<file path="config.mk">
export PLATFORM = sky130hd
export DESIGN_NAME = vga_fb_arbiter
export DESIGN_NICKNAME = d
export VERILOG_FILES = /design/src/rtl/vga_fb_arbiter.sv
export SDC_FILE = /design/constraint.sdc
export NUM_CORES = 1
export LEC_CHECK = 0
export BUFFER_PORTS_ARGS = -buffer_cell sky130_fd_sc_hd__buf_2
export CORE_MARGIN = 3
export CORE_UTILIZATION = 42
export DETAILED_ROUTE_END_ITERATION = 8
export GPL_ROUTABILITY_DRIVEN = 0
export PLACE_DENSITY = 0.67
export SLEW_MARGIN = 25
export SYNTH_ARGS = -nofsm -noshare
export SYNTH_HDL_FRONTEND = slang
export SYNTH_SLANG_ARGS = --single-unit
</file>
<file path="constraint.sdc">
create_clock -name clock -period 4.6 [get_ports clock]
set_input_delay 0.23 -clock clock [delete_from_list [all_inputs] [get_ports clock]]
set_output_delay 0.23 -clock clock [all_outputs]
set_load 0.005 [all_outputs]
</file>
<file path="src/rtl/vga_fb_arbiter.sv">
// Frame-buffer RAM port arbiter: VGA scan-out reads win by default, processor writes are
// buffered in a small FIFO and forced through after STARVE_LIMIT denied cycles.
module vga_fb_arbiter #(
  parameter int ADDR_W       = 19,
  parameter int DATA_W       = 8,
  parameter int FIFO_DEPTH   = 4,
  parameter int STARVE_LIMIT = 16
) (
  input  logic                        clock,
  input  logic                        reset,
  input  logic                        cpu_wr_req,
  input  logic [ADDR_W-1:0]           cpu_wr_addr,
  input  logic [DATA_W-1:0]           cpu_wr_data,
  output logic                        cpu_wr_ready,
  input  logic                        vga_rd_req,
  input  logic [ADDR_W-1:0]           vga_rd_addr,
  output logic [DATA_W-1:0]           vga_rd_data,
  output logic                        vga_rd_valid,
  output logic                        vga_rd_miss,
  output logic [ADDR_W-1:0]           mem_addr,
  output logic [DATA_W-1:0]           mem_wdata,
  output logic                        mem_we,
  input  logic [DATA_W-1:0]           mem_rdata,
  output logic [$clog2(FIFO_DEPTH):0] fifo_count
);

  localparam int PTR_W = $clog2(FIFO_DEPTH);
  localparam int CNT_W = PTR_W + 1;
  localparam int SC_W  = $clog2(STARVE_LIMIT + 1);

  typedef enum logic [1:0] {
    GNT_IDLE = 2'd0,
    GNT_RD   = 2'd1,
    GNT_WR   = 2'd2
  } grant_e;

  grant_e              grant_q, grant_d;
  logic [ADDR_W-1:0]   fifo_addr_q [FIFO_DEPTH];
  logic [DATA_W-1:0]   fifo_data_q [FIFO_DEPTH];
  logic [PTR_W-1:0]    wr_ptr_q, wr_ptr_d;
  logic [PTR_W-1:0]    rd_ptr_q, rd_ptr_d;
  logic [CNT_W-1:0]    count_q, count_d;
  logic [SC_W-1:0]     starve_q, starve_d;
  logic [ADDR_W-1:0]   mem_addr_q, mem_addr_d;
  logic [DATA_W-1:0]   mem_wdata_q, mem_wdata_d;
  logic                mem_we_q, mem_we_d;
  logic [DATA_W-1:0]   rd_data_q, rd_data_d;
  logic                rd_stage_q, rd_valid_q;
  logic                drop_q, drop_dly_q, miss_q;

  logic                fifo_empty_s;
  logic                force_wr_s;
  logic                push_s;
  logic                pop_s;

  assign fifo_empty_s = (count_q == CNT_W'(0));
  assign cpu_wr_ready = (count_q < CNT_W'(FIFO_DEPTH));
  assign push_s       = cpu_wr_req & cpu_wr_ready;
  assign force_wr_s   = !fifo_empty_s && (starve_q >= SC_W'(STARVE_LIMIT));
  assign pop_s        = (grant_d == GNT_WR);

  // Grant priority: starvation override, then scan-out read, then pending write.
  always_comb begin
    grant_d = GNT_IDLE;
    if (force_wr_s) begin
      grant_d = GNT_WR;
    end else if (vga_rd_req) begin
      grant_d = GNT_RD;
    end else if (!fifo_empty_s) begin
      grant_d = GNT_WR;
    end else begin
      grant_d = GNT_IDLE;
    end
  end

  always_comb begin
    count_d     = count_q;
    wr_ptr_d    = wr_ptr_q;
    rd_ptr_d    = rd_ptr_q;
    starve_d    = starve_q;
    mem_addr_d  = mem_addr_q;
    mem_wdata_d = mem_wdata_q;
    mem_we_d    = 1'b0;
    rd_data_d   = rd_data_q;

    case (grant_d)
      GNT_RD: begin
        mem_addr_d = vga_rd_addr;
      end
      GNT_WR: begin
        mem_addr_d  = fifo_addr_q[rd_ptr_q];
        mem_wdata_d = fifo_data_q[rd_ptr_q];
        mem_we_d    = 1'b1;
        rd_ptr_d    = rd_ptr_q + PTR_W'(1);
      end
      default: begin
        mem_we_d = 1'b0;
      end
    endcase

    if (push_s) begin
      wr_ptr_d = wr_ptr_q + PTR_W'(1);
    end else begin
      wr_ptr_d = wr_ptr_q;
    end

    case ({push_s, pop_s})
      2'b10:   count_d = count_q + CNT_W'(1);
      2'b01:   count_d = count_q - CNT_W'(1);
      default: count_d = count_q;
    endcase

    // Denied-write counter saturates so the force condition stays asserted until served.
    if (fifo_empty_s || pop_s) begin
      starve_d = SC_W'(0);
    end else if (starve_q < SC_W'(STARVE_LIMIT)) begin
      starve_d = starve_q + SC_W'(1);
    end else begin
      starve_d = starve_q;
    end

    if (rd_stage_q) begin
      rd_data_d = mem_rdata;
    end else begin
      rd_data_d = rd_data_q;
    end
  end

  always_ff @(posedge clock or posedge reset) begin
    if (reset) begin
      grant_q     <= GNT_IDLE;
      wr_ptr_q    <= PTR_W'(0);
      rd_ptr_q    <= PTR_W'(0);
      count_q     <= CNT_W'(0);
      starve_q    <= SC_W'(0);
      mem_addr_q  <= ADDR_W'(0);
      mem_wdata_q <= DATA_W'(0);
      mem_we_q    <= 1'b0;
      rd_data_q   <= DATA_W'(0);
      rd_stage_q  <= 1'b0;
      rd_valid_q  <= 1'b0;
      drop_q      <= 1'b0;
      drop_dly_q  <= 1'b0;
      miss_q      <= 1'b0;
    end else begin
      grant_q     <= grant_d;
      wr_ptr_q    <= wr_ptr_d;
      rd_ptr_q    <= rd_ptr_d;
      count_q     <= count_d;
      starve_q    <= starve_d;
      mem_addr_q  <= mem_addr_d;
      mem_wdata_q <= mem_wdata_d;
      mem_we_q    <= mem_we_d;
      rd_data_q   <= rd_data_d;
      // RAM returns data one cycle after the address cycle; result lands two edges after grant.
      rd_stage_q  <= (grant_q == GNT_RD);
      rd_valid_q  <= rd_stage_q;
      drop_q      <= force_wr_s & vga_rd_req;
      drop_dly_q  <= drop_q;
      miss_q      <= drop_dly_q;
    end
  end

  always_ff @(posedge clock) begin
    if (push_s) begin
      fifo_addr_q[wr_ptr_q] <= cpu_wr_addr;
      fifo_data_q[wr_ptr_q] <= cpu_wr_data;
    end
  end

  assign mem_addr     = mem_addr_q;
  assign mem_wdata    = mem_wdata_q;
  assign mem_we       = mem_we_q;
  assign vga_rd_data  = rd_data_q;
  assign vga_rd_valid = rd_valid_q;
  assign vga_rd_miss  = miss_q;
  assign fifo_count   = count_q;

endmodule

</file>
# [Word level (Yosys, flattened, before mapping)]
# Memories as Yosys holds them, arrays and structs flattened. A register that Yosys moved wholly into a read port is not among the register bits.
# Cells that the tools add are included.
[word_totals] n_memories=2 output_inout_bits=42 ramBits=108 register_bits=47
[memory_table] memory="fifo_addr_q" words=4 width=19 rd=1 rd_clocked_by_memory_dff=0 wr=1 line="38" rtl="logic [ADDR_W-1:0] fifo_addr_q [FIFO_DEPTH];"
[memory_table] memory="fifo_data_q" words=4 width=8 rd=1 rd_clocked_by_memory_dff=1 wr=1 line="39" rtl="logic [DATA_W-1:0] fifo_data_q [FIFO_DEPTH];"
[classes] n_reduce_logical=7 n_eq_ne=5 addsub=5 n_lt_le_gt_ge=3 mux=10 bitwise=2
[ops] op="$pmux 19 s2" count=1
[ops] op="$mux 5" count=2
[ops] op="$eq 2x1->1 const B" count=3
[ops] op="$mux 2" count=3
[ops] op="$pmux 3 s2" count=1
[ops] op="$reduce_bool 2->1" count=3
[ops] op="$add 5x1->5 const B" count=1
[ops] op="$ge 5x5->1 const B" count=1
[ops] op="$lt 5x5->1 const B" count=1
[ops] op="$add 2x1->2 const B" count=2
[ops] op="$eq 2x2->1 const B" count=2
[ops] op="$add 3x1->3 const B" count=1
[ops] op="$logic_not 3->1" count=1
[ops] op="$lt 3x3->1 const B" count=1
[ops] op="$mux 1" count=3
[ops] op="$sub 3x1->3 const B" count=1
[ops] op="$and 1x1->1" count=2
[ops] op="$logic_and 1x1->1" count=1
[ops] op="$logic_not 1->1" count=1
[ops] op="$logic_or 1x1->1" count=1

# [Logic depth before layout (Yosys ltp)]
# Gate-level depths: netlist (run 1).
[depth] word_depth=7 ltp_mapped=10 depth_no_buf=10

# [Worst setup path before layout (run 1)]
# No wires, ideal clock.
[synth_timing] path_kind="flip-flop to flip-flop" from="register starve_q[4]" to="register count_q[2] (netlist: fifo_count[2])" arrival_ns=2.031 t_required_ns=4.520 path_stages_with_launch=11 setup_ns=0.080 synth_period_minus_slack_ns=2.111 n_path_buf=1 setup_slack_ns=2.489 path_cell_list="dfrtp_1 -> clkbuf_1 -> inv_1 -> a21boi_0 -> ha_1 -> ha_1 -> inv_1 -> fa_1 -> xor2_1 -> nor2_1 -> xnor2_1"
[synth_between] elab_chain_len=6 word_cells_on_any_way=8 cone_classes="1 x order compare; 3 x eq/ne; 2 x mux; 2 x reduce/logical"
[synth_lines] item="start, declared" line="43" rtl="logic [SC_W-1:0] starve_q, starve_d;"
[synth_lines] item="start signal, assigned" line="150" rtl="starve_q <= starve_d;"
[synth_lines] item="$ge 5x5->1 *" line="59" rtl="assign force_wr_s = !fifo_empty_s && (starve_q >= SC_W'(STARVE_LIMIT));"
[synth_lines] item="$logic_and 1x1->1 *" line="59"
[synth_lines] item="$mux 2 *" line="65" rtl="if (force_wr_s) begin"
[synth_lines] item="net grant_d[1]" line="37" rtl="grant_e grant_q, grant_d;"
[synth_lines] item="$eq 2x2->1 *" line="60" rtl="assign pop_s = (grant_d == GNT_WR);"
[synth_lines] item="$eq 2x1->1 / $eq 2x2->1 (equally long branches)" line="107" rtl="case ({push_s, pop_s})"
[synth_lines] item="$pmux 3 s2 / $reduce_bool 2->1 (equally long branches)"
[synth_lines] item="end signal, assigned" line="149" rtl="count_q <= count_d;"
[synth_lines] item="end, declared" line="42" rtl="logic [CNT_W-1:0] count_q, count_d;"
# The timed path passes the listed nets; every way through them passes the cells marked *.
# A chain may end at the register's enable or synchronous reset.

# [Worst setup path after layout (run 1)]
[layout_timing] from="register count_q[0] (netlist: fifo_count[0])" to="register mem_addr_q[5] (netlist: mem_addr[5])"
[layout_between] elab_chain_len=6 word_cells_on_any_way=10 cone_classes="2 x eq/ne; 4 x mux; 4 x reduce/logical"
[layout_lines] item="$logic_not 3->1 *" line="56" rtl="assign fifo_empty_s = (count_q == CNT_W'(0));"
[layout_lines] item="$mux 2 / $logic_not 1->1 (equally long branches)"
[layout_lines] item="$mux 2 / $logic_and 1x1->1 (equally long branches)" line="67, 59"
[layout_lines] item="$mux 2 *" line="65"
[layout_lines] item="net grant_d[1]" line="37"
[layout_lines] item="$eq 2x2->1 / $eq 2x1->1 (equally long branches)" line="86" rtl="case (grant_d)"
[layout_lines] item="$pmux 19 s2 / $reduce_bool 2->1 (equally long branches)"
[layout_lines] item="end signal, assigned" line="151" rtl="mem_addr_q <= mem_addr_d;"
[layout_lines] item="end, declared" line="44" rtl="logic [ADDR_W-1:0] mem_addr_q, mem_addr_d;"
# Marks and branches as above.

==> out/qor.txt, run 1 <==
Routed WL = 11730 um
Total gr overflow = 0
Setup skew after layout = 0.007532 ns
CTS root buffer = clkbuf_16
GRT Resource Usage Total = 15.45%
Post-synth top cells = edfxtp_1, dfrtp_1, inv_1
P&R area growth vs syn = 20.07%
Max frequency = 0.3485 GHz
CTS tree = built
Clk slew on worst S/H paths = 0.06 ns
Final setup fails = 0
Max cap viols = 0
Placed cells = 603
First-pass GRT wire length = 18360 um
Die area = 16230 um^2
Power Density = 600.9 nW/um^2
Fill cells = 1160
Worst-Margin Slew = 0.8669 ns
CTS Buffer Depth = 2
DP Wirelength = 7407 um
Avg Inst Size Synth = 18.59 um^2
Post-route ant nets = 0
Critical path class = reg2reg
Crit-path slowest cell = ha_1
Post-CTS Resized = 0
Slowest stage delay, CP = 0.78 ns
Post-route cell area = 7432 um^2
Worst R2R Setup Slack = 1.73 ns
Reg2reg path depth = 5
Share of layout cells above drive strength 1 = 38.95%
Dominant cell type by area after synthesis = edfxtp_1
Final Non-Filler Cells = 637
FF+latch count, synth = 163
Footprint of the multi-input gates = 1379 um^2
Die Wd = 127.4 um
Num rows = 43
Layout Nets = 510
Final worst path period need = 2.869 ns
Final Core Density = 52.52%
Worst EP required = 4.86 ns
Largest net degree at the start of global routing = 56
PnR worst setup slack = 1.731 ns
Ys async rst share = 33.74%
Most common cell in the netlist = edfxtp_1
Worst vdd ir = 0.2551 mV
Final Cycle Share = 62.37%
CP Cell Sequence = or3_1, a21boi_0, ha_1, nand2b_1, o21ai_0
RSZ-0062 raised after global routing = no
CP Data Arrival Time = 3.13 ns
Worst Setup End Kind = flip-flop
Top Ports = 100
Post-synth EDFFs = 108
DRT iter0 DRCs = 162
Area of the mapped netlist = 6190 um^2
Leakage = 2.948 nW
Final Max Tran Viols = 0
Register area = 4623 um^2
Wire per inst = 18.42 um
Final Hold Fails = 0
Placed cell areas = 6870 um^2
Die height = 127.4 um
Postcts setup bufs = 0
Critical path launch point type = flip-flop
Critical R2R Launch = fifo_count[0]
H-tree level count = 4
Vias in the first global route = 3371
Port Buffers = 99
Clk Latency, worst-skew pair = 0.42 ns
Dpl ws = 1.695 ns
Core Area = 14150 um^2
Initial Util = 43.74%
DR pass1 iterations = 4
DR vias/cell = 5.130
Sequential-to-total area share from yosys stat = 74.63%
Max Fanout on Critical Path = 21
Vias = 3268
Worst min path class = in2async
Syn Nets = 399
Dominant cells by area after synthesis = edfxtp_1, dfrtp_1, mux4_2
Initial antenna violation count = 2
Synth top area share = 52.40%
Rel. slew slack = 42.15%
Netlist cell types = 31
Hold_buf cts = 0
Remaining DRCs = 0
Post-synth top flop = edfxtp_1
Clk sink count = 163
Final total negative setup slack = 0 ns
Antenna diodes = 0
Outcome = finished, final reports clean
Cells after Synth = 333
Yosys Warn Count = 0
CTS Buf Count = 17
Reg-to-reg endpoint = mem_addr[5]
[routing by layer]
layer / wire, um / track usage, %
met5: 24 / 0
met4: 199 / 5.804
met3: 803 / 6.145
met2: 5897 / 25.52
met1: 4806 / 18.31
[kinds of logic after synthesis]
kind of cell / synth area share (%)
xor gates and xnor gates: 1.273
DFF: 74.63
adders and majority gates: 1.738
muxes: 13.06
and+or+nand+nor: 2.082
buffers and inverters: 3.093
AOI/OAI and AO/OA: 4.124
[registers in the layout, summed over array words and instances (netlist names)]
name          cells
drop_dly_q        1
drop_q            1
fifo_addr_q      76
fifo_count        3
fifo_data_q      32
grant_q           2
mem_addr         19
mem_wdata         8
mem_we            1
rd_ptr_q          2
rd_stage_q        1
starve_q          5
vga_rd_data       8
vga_rd_miss       1
vga_rd_valid      1
wr_ptr_q          2
[critical path: cells and delay by family, from the launching register on]
| family | cells | cell delay, ns |
|---|---|---|
| adders and majority gates | 1 | 0.78 |
| and+or+nand+nor | 2 | 1.12 |
| AOI/OAI and AO/OA | 2 | 0.38 |
| DFF | 1 | 0.41 |
[layout by cell type (no fill, tap or decap), drive strengths merged, types with 3 or more instances in the layout]
master	Yosys	layout
a22oi	19	19
and2	5	5
buf	8	105
clkbuf	7	21
clkinv	0	7
clkinvlp	0	3
dfrtp	55	55
edfxtp	108	108
ha	7	7
inv	28	28
mux2	16	16
mux4	27	27
nand2	4	4
nor2	6	6
nor2b	3	3
o21ai	20	20
xnor2	5	5
xor2	4	4
[area by class of cell]
type,count,area share [%]
flip-flops and latches,163,62.21
multi-input cells,127,18.55
clock inverters,11,1.195
inverters,28,1.414
clock buffers,21,6.061
well taps,180,3.030
repair buffers,107,7.542
[through the flow]
| step | power (W) | hold WS, ns |
|---|---|---|
| floorplan | 0.002844 | 0.3289 |
| CTS | 0.004538 | 0.002842 |
| global route | 0.004736 | 0.002919 |
| global placement | 0.003195 | 0.3357 |
| detailed placement | 0.003243 | 0.3396 |
| finish | 0.004466 | 0.01610 |
[power by group]
part	switching (W)	internal (W)
registers	0.000240	0.00191
logic	0.000482	0.000559
clock network	0.000529	0.000750
[how the worst max path moves through the flow]
| stage | cells after the start | slack, ns | to | startpoint |
|---|---|---|---|---|
| floorplan | 10 | 2.49 | fifo_count[2] | starve_q[4] |
| global placement | 5 | 1.85 | mem_addr[8] | fifo_count[0] |
| detailed placement | 5 | 1.70 | mem_addr[5] | fifo_count[0] |
| CTS | 5 | 1.68 | mem_addr[5] | fifo_count[0] |
| global route | 5 | 1.47 | mem_addr[5] | fifo_count[0] |
| finish | 5 | 1.73 | mem_addr[5] | fifo_count[0] |
No activity file was read; power rests on OpenSTA's default activity.
==> run 2, diff against run 1 <==
Clock period 4.6 ns to 2.8 ns, I/O delays scaled along.
==> out/qor.txt, run 2 (synthesized netlist as in run 1, its figures left out) <==
Final Max Tran Viols = 0 (unchanged)
RSZ-0062 raised after global routing = no
Post-route ant nets = 0 (unchanged)
Critical path class = reg2reg
Largest delay contributor family on the critical path = simple AND/OR/NAND/NOR gates
Final setup fails = 0 (unchanged)
Final total negative setup slack = 0 ns (unchanged)
Max cap viols = 0 (unchanged)
Leakage = 3.202 nW (+8.6%)
Die height = 127.4 um (unchanged)
Register area = 4621 um^2 (about the same)
Initial Util = 43.74% (unchanged)
Clk Latency, worst-skew pair = 0.42 ns (about the same)
CTS root buffer = clkbuf_16
Share of layout cells above drive strength 1 = 35.98% (-3.0 points)
Vias in the first global route = 3808 (+13%)
Crit-path slowest cell = or3_1
CP Data Arrival Time = 2.48 ns (-0.65 ns)
Worst R2R Setup Slack = 0.65 ns (-1.08 ns)
Die Wd = 127.4 um (unchanged)
Max Fanout on Critical Path = 15 (-29%)
Critical path origin = fifo_count[0]
Largest net degree at the start of global routing = 45 (-20%)
Die area = 16230 um^2 (unchanged)
Initial antenna violation count = 0 (-2)
Critical path launch point type = flip-flop
Final Hold Fails = 0 (unchanged)
First-pass GRT wire length = 19520 um (+6.3%)
CP dominant cell by count = buf_4
Power Density = 922.8 nW/um^2 (+54%)
Wire per inst = 17.53 um (-4.8%)
Post-CTS Resized = 0 (unchanged)
P&R area growth vs syn = 29.35%
DR pass1 iterations = 5 (+1)
DR vias/cell = 4.937 (-3.8%)
CTS Buf Count = 17 (unchanged)
Footprint of the multi-input gates = 1379 um^2 (unchanged)
CTS Buffer Depth = 2 (unchanged)
GRT Resource Usage Total = 16.18% (+0.73 points)
Worst Setup End Kind = flip-flop
H-tree level count = 4 (unchanged)
Largest Register = fifo_addr_q
Largest register FFs = 76 (unchanged)
Hold_buf cts = 56 (+56)
CP Depth = 8 (+3)
Antenna diodes = 0 (unchanged)
Worst min path class = in2reg
Clk sink count = 163 (unchanged)
PnR worst setup slack = 0.6525 ns (-1.078 ns)
Postcts setup bufs = 0 (unchanged)
CP Cell Sequence = or3_1, a21boi_0, ha_1, buf_4, nor2_2, buf_4, a22oi_1, o21ai_0
DRT iter0 DRCs = 154 (-4.9%)
Max frequency = 0.4656 GHz (+34%)
Dpl ws = 0.6533 ns (-1.042 ns)
DP Wirelength = 7715 um (+4.2%)
Commonest cells after routing, fill and taps aside = edfxtp_1, buf_2, dlygate4sd3_1
Slowest stage delay, CP = 0.44 ns (-0.34 ns)
Worst vdd ir = 0.4941 mV (+94%)
Reg2reg path depth = 8 (+3)
Final Cycle Share = 76.70% (+14 points)
Clk slew on worst S/H paths = 0.06 ns (about the same)
Remaining DRCs = 0 (unchanged)
Worst setup endpoint = mem_addr[5]
Total gr overflow = 0 (unchanged)
Port Buffers = 99 (unchanged)
Worst-Margin Slew = 0.8067 ns (-0.06018 ns)
Core Area = 14150 um^2 (unchanged)
Outcome = finished, final reports clean
Routed WL = 12220 um (+4.2%)
Setup skew after layout = 0.006730 ns (-0.0008020 ns)
Reg-to-reg endpoint = mem_addr[5]
Critical R2R Launch = fifo_count[0]
Vias = 3441 (+5.3%)
Fill cells = 1142 (-1.6%)
Num rows = 43 (unchanged)
Rel. slew slack = 46.16% (+4.0 points)
Layout Nets = 570 (+12%)
WP buf/inv = 2 (+2)
Worst EP required = 3.14 ns (-1.72 ns)
CTS tree = built
Final worst path period need = 2.148 ns (-0.7217 ns)
Top Ports = 100 (unchanged)
Commonest non-fill, non-tap cell in the layout = edfxtp_1
## run 2: how the worst min path moves through the flow
stage                        start                 to  slack, ns  depth (start not counted)
floorplan           cpu_wr_addr[0]  fifo_addr_q[0][0]       0.24                          0
global placement            drop_q         drop_dly_q       0.33                          0
detailed placement      drop_dly_q        vga_rd_miss       0.34                          0
CTS                     cpu_wr_req        wr_ptr_q[0]       0.17                          3
global route            cpu_wr_req        wr_ptr_q[0]       0.22                          3
finish                  cpu_wr_req        wr_ptr_q[0]       0.18                          3
## run 2: where the power goes
part	total (W)	switching (W)	leakage [nW]	internal, W
registers	0.00345	0.000320	1.65	0.00313
clock network	0.00205	0.000892	0.258	0.00116
logic	0.00189	0.000901	1.29	0.000991
total	0.00739	0.00211	3.20	0.00528
## run 2: worst register-to-register path: stages (launching register included)
cell and delay [ns]:
dfrtp_1 0.40, or3_1 0.44, a21boi_0 0.17, ha_1 0.22, buf_4 0.20, nor2_2 0.19
buf_4 0.26, a22oi_1 0.09, o21ai_0 0.09
## run 2: area by class of cell
| class | instances | share of cell area [%] |
|---|---|---|
| Sequential cell | 163 | 57.71 |
| Multi-Input combinational cell | 127 | 17.22 |
| Timing Repair Buffer | 167 | 14.31 |
| Clock buffer | 20 | 5.579 |
| Tap cell | 180 | 2.813 |
| Inverter | 28 | 1.328 |
| Clock inverter | 12 | 1.031 |
## run 2: through the flow
stage | hold WS [ns] | cell area [um^2] | instances | utilization, % | power (W)
final | 0.1847 | 8006 | 697 | 56.58 | 0.007388
after global routing | 0.2202 | 8006 | 697 | 56.58 | 0.007829
after CTS | 0.1724 | 8005 | 697 | 56.57 | 0.007512
after global placement | 0.3344 | 6915 | 609 | 48.87 | 0.005297
after floorplan | 0.2389 | 6190 | 333 | - | 0.004673
after detailed placement | 0.3387 | 6915 | 609 | 48.87 | 0.005378
## run 2: layer usage
metal / global-route usage, % / vias to the layer above / part of all wire, %
met1: 18.53 / 1713 / 40
met5: 0 / - / 0
li1: - / 1605 / -
met4: 5.931 / 0 / 1.2
met3: 5.560 / 11 / 6.8
met2: 28.15 / 112 / 52
